[config.mk]
export PLATFORM = sky130hd
export DESIGN_NAME = fetch_sequencer
export DESIGN_NICKNAME = d
export VERILOG_FILES = /design/src/rtl/cpu_pkg.sv /design/src/rtl/ret_stack.sv /design/src/rtl/fetch_sequencer.sv
export SDC_FILE = /design/constraint.sdc
export NUM_CORES = 1
export LEC_CHECK = 0
export CAP_MARGIN = 30
export CORE_ASPECT_RATIO = 1.75
export CORE_MARGIN = 4
export CORE_UTILIZATION = 44
export DETAILED_ROUTE_END_ITERATION = 8
export GPL_TIMING_DRIVEN = 1
export PLACE_DENSITY = 0.73
export SYNTH_ARGS = -nofsm -noshare
export SYNTH_HDL_FRONTEND = slang
export SYNTH_HIERARCHICAL = 1
export SYNTH_SLANG_ARGS = --single-unit
[constraint.sdc]
create_clock -name clk -period 7 [get_ports clk]
set_input_delay 1.75 -clock clk [delete_from_list [all_inputs] [get_ports clk]]
set_output_delay 1.75 -clock clk [all_outputs]
set_load 0.05 [all_outputs]
[src/rtl/cpu_pkg.sv]
// cpu_pkg: shared widths and fetch FSM state encoding
package cpu_pkg;
    localparam int AW = 10;
    localparam int DW = 16;
    typedef enum logic [1:0] {IDLE = 2'd0, RUN = 2'd1, ERR = 2'd2} state_t;
endpackage

[src/rtl/ret_stack.sv]
// ret_stack: DEPTH x AW return-address LIFO with occupancy count
module ret_stack #(
    parameter int AW = 10,
    parameter int DEPTH = 8
) (
    input  logic                     clk,
    input  logic                     reset,
    input  logic                     clr,
    input  logic                     push,
    input  logic                     pop,
    input  logic [AW-1:0]            din,
    output logic [AW-1:0]            dout,
    output logic                     full,
    output logic                     empty,
    output logic [$clog2(DEPTH):0]   count
);
    localparam int PW = $clog2(DEPTH);
    localparam int SW = PW + 1;
    localparam logic [SW-1:0] FULL_CNT = SW'(DEPTH);
    logic [AW-1:0] mem [DEPTH];
    assign full = count == FULL_CNT;
    assign empty = count == '0;
    // low bits of DEPTH wrap to 0, so index-1 lands on the top entry when full
    assign dout = mem[count[PW-1:0] - 1'b1];
    always_ff @(posedge clk or posedge reset) begin
        if (reset)
            count <= '0;
        else
            count <= clr ? '0 : push ? count + 1'b1 : pop ? count - 1'b1 : count;
    end
    always_ff @(posedge clk) begin
        if (push)
            mem[count[PW-1:0]] <= din;
    end
endmodule

[src/rtl/fetch_sequencer.sv]
// fetch_sequencer: program counter, fetch qualification and call/return sequencing
module fetch_sequencer #(
    parameter int AW = cpu_pkg::AW,
    parameter int DW = cpu_pkg::DW,
    parameter int DEPTH = 8,
    parameter logic [AW-1:0] RESET_PC = '0
) (
    input  logic                     clk,
    input  logic                     reset,
    input  logic                     start,
    input  logic                     halt_req,
    input  logic                     stall,
    input  logic                     jump_en,
    input  logic                     call_en,
    input  logic                     ret_en,
    input  logic [AW-1:0]            target,
    input  logic [DW-1:0]            rd,
    output logic [AW-1:0]            pc,
    output logic [DW-1:0]            instr,
    output logic                     fetch_valid,
    output logic                     running,
    output logic                     error,
    output logic [$clog2(DEPTH):0]   sp
);
    import cpu_pkg::*;
    state_t state, state_nxt;
    logic [AW-1:0] pc_nxt, pc_inc, top;
    logic go, active, do_ret, do_call, do_jump, push, pop, full, empty;
    ret_stack #(.AW(AW), .DEPTH(DEPTH)) u_stack (
        .clk(clk), .reset(reset), .clr(go), .push(push), .pop(pop),
        .din(pc_inc), .dout(top), .full(full), .empty(empty), .count(sp)
    );
    assign running = state == RUN;
    assign error = state == ERR;
    assign fetch_valid = running && !stall;
    assign instr = rd;
    assign pc_inc = pc + 1'b1;
    // halt beats stall and every flow control; stall beats ret/call/jump
    always_comb begin
        go = start && !running;
        active = running && !halt_req && !stall;
        do_ret = active && ret_en;
        do_call = active && !ret_en && call_en;
        do_jump = active && !ret_en && !call_en && jump_en;
        pop = do_ret && !empty;
        push = do_call && !full;
        pc_nxt = go ? RESET_PC : pop ? top : (push || do_jump) ? target
               : (active && !do_ret && !do_call) ? pc_inc : pc;
        state_nxt = go ? RUN : (running && halt_req) ? IDLE
                  : ((do_ret && empty) || (do_call && full)) ? ERR : state;
    end
    always_ff @(posedge clk or posedge reset) begin
        if (reset) begin
            state <= IDLE;
            pc <= RESET_PC;
        end else begin
            state <= state_nxt;
            pc <= pc_nxt;
        end
    end
endmodule

==> run metrics <==
status finished clean; total wire length 10,400 µm; die area 12,000 µm²; fmax 204 MHz; RSZ-0062 raised after global routing false; via count 2,754; hold path endpoint state[0]$_DFFE_PP0P_; Async SR Flop Fraction 0.167; CP cell instances clkdlybuf4s50_1 > nor2_1 > clkdlybuf4s50_1; Overall Global Routing Usage 0.188; commonest cells in the netlist 80 x edfxtp_1, 18 x nand2_1, 16 x buf_4, 16 x dfrtp_1, 16 x mux4_2; Max-Cap Viols 0; share of cells above drive strength 1 0.153; Synth Area per Inst 14.7 µm²; startpoint types input pin; clock latency on the worst-skew pair 340 ps; Setup Buffers After CTS 0; CTS tree built; CTS resizes 0; Remaining DRCs 0; Tcrit/Tclk final 0.700; die height 142 µm; hold crit path type flop to flop; die width 84.5 µm; CTS clk-pin slew, worst paths 70 ps; Worst slew margin 0.372; WHS Path Cells 1; Post-synth EDFFs 80; cts hold-fix bufs 0; R2R depth 8; Post-Syn Area 4510 µm²; core area 9970 µm²; Synth Instances 307; Yosys top cell by area edfxtp_1; Final Hold Fails 0; setup ws final 2100 ps; global route hottest layer met2; grt ovf 0; CP top delay family buffers and inverters; top post-synthesis cells by area edfxtp_1 53%, dfrtp_1 8.9%, mux4_2 8.0%; Vias/cell 6.00; CP max-delay cell clkdlybuf4s50_1; most common cell in the synthesized netlist edfxtp_1; VDD IR max 0.245 mV; Setup TNS 0 ps; Initial Util 0.452; synth warn 6; Synth Flop Type edfxtp_1; worst min-delay path startpoint state[0]$_DFFE_PP0P_; drt first pass iters 4; HPWL Detailed 7680 µm; Worst Clk Skew 11.1 ps; Yosys reg bits 96; Num CTS Buffers 9; Worst setup EP type output port; kind of critical path input pin to output port; pre-CTS setup slack 2100 ps; Power Total 2160 µW; Initial DRC Count 295; drt wl/cell 22.7 µm; Placed Cells 443; power per cell area 422 nW/µm²; capture point of the worst reg-to-reg path u_stack/mem[6][6]$_DFFE_PP_; met3 Track Usage GR 0.0407; port bufs 34; clock tree buffer depth 2; Post-layout nets 369; critical path required time 5250 ps; reg2reg start u_stack/count[0]$_DFFE_PP0P_; row cnt 48; Root Buffer clkbuf_16; most frequent cell on the critical path clkdlybuf4s50_1; syn nets 347; flop2flop setup slack 3460 ps; clk sinks 96; num ports 67; vias in the first global route 2,884; grt met2 use 0.318; Antenna diodes 0; Finish-stage setup viols 0; Yosys top cell area share 0.533; gpl congestion 0.956; Critical Path AT 3150 ps; max-slew violations 0; leakage 0.00177 µW; post-layout util 0.514; crit path time final 4900 ps; global-route wire length before repair 16,600 µm; initial antenna violation count 0; max incr delay on CP 810 ps; largest net degree at the start of global routing 28; Area growth, synth to finish 13.7%; Seq/Total Area, Yosys 0.622; GR Util met1 0.203; Cell variety after synth 54; final non-filler cell total 459; H-Tree Depth 3; Critical path buffers and inverters 2; worst-path fanout max 4; worst slew pin tran 939 ps; Post-DRT Antenna Nets 0
[metrics by stage]
step | hold WS [ps] | area, µm²
after global placement | 562 | 4830
final | 568 | 5120
after detailed placement | 565 | 4830
after floorplan | 502 | 4510
after CTS | 579 | 5120
after global routing | 610 | 5120
[worst max-delay path by stage]
stage                                              to  depth (start not counted)  startpoint
after floorplan           u_stack/mem[2][0]$_DFFE_PP_                          4    halt_req
after global placement    u_stack/mem[3][4]$_DFFE_PP_                          5    halt_req
after detailed placement                  fetch_valid                          3       stall
after CTS                                 fetch_valid                          3       stall
after global routing                      fetch_valid                          3       stall
final                                     fetch_valid                          3       stall
[placed cells by master, fill, tap and decap left out, drive strengths merged, types with 2 or more instances in the layout]
master         count
edfxtp            80
nor3               8
xor2               2
nand4              2
nor2              15
inv               16
nand2             18
and2               2
clkbuf            10
a221o              2
mux4              20
nor2b              2
and3               4
o211ai             5
or2                3
a21oi              6
buf                4
o21ai              8
ha                 5
nand2b             6
a21o               3
a31oi              6
or3                2
nand3             15
a21boi             2
clkinv             3
xnor2              4
nand3b             2
mux2              10
dfrtp             16
clkdlybuf4s50     34
nor3b              3
[power breakdown]
part           total (µW)  switching, µW  internal, µW
clock                 463            207           256
sequential            802           75.1           727
combinational         897            536           361
total                2160            819          1340
[cell type report]
class / count / area (µm²)
fill: 811 / 4840
multi-input combinational: 171 / 1460
clock buffer: 10 / 239
clock inverter: 6 / 51.3
tap: 125 / 156
sequential: 96 / 2800
inverter: 13 / 48.8
timing repair buffer: 38 / 368
[cell families after synthesis]
family | synth area share
flip-flops | 0.622
XOR/XNOR | 0.0133
buffers and inverters | 0.0544
AND/OR/NAND/NOR | 0.103
multiplexers | 0.128
AO/OA/AOI/OAI | 0.0608
adder cells (fa/ha/maj) | 0.0183
[routing by layer]
metal	vias up	share of wire
met2	141	0.53
met5	-	0
met3	36	0.065
li1	1213	-
met4	0	0.061
met1	1364	0.34
[worst register-to-register path, cell delays in order (launching register included)]
cell,delay (ps)
dfrtp_1,320
buf_4,390
inv_1,280
ha_1,270
and3b_1,190
nand2b_1,320
nor3_1,420
nand2_1,200
nor2_1,760
[registers in the layout, summed over array words and instances (netlist names)]
register / cells
u_stack/mem: 80
pc: 10
u_stack/count: 4
state: 2
Note: power is estimated with default switching activity, not from simulation.
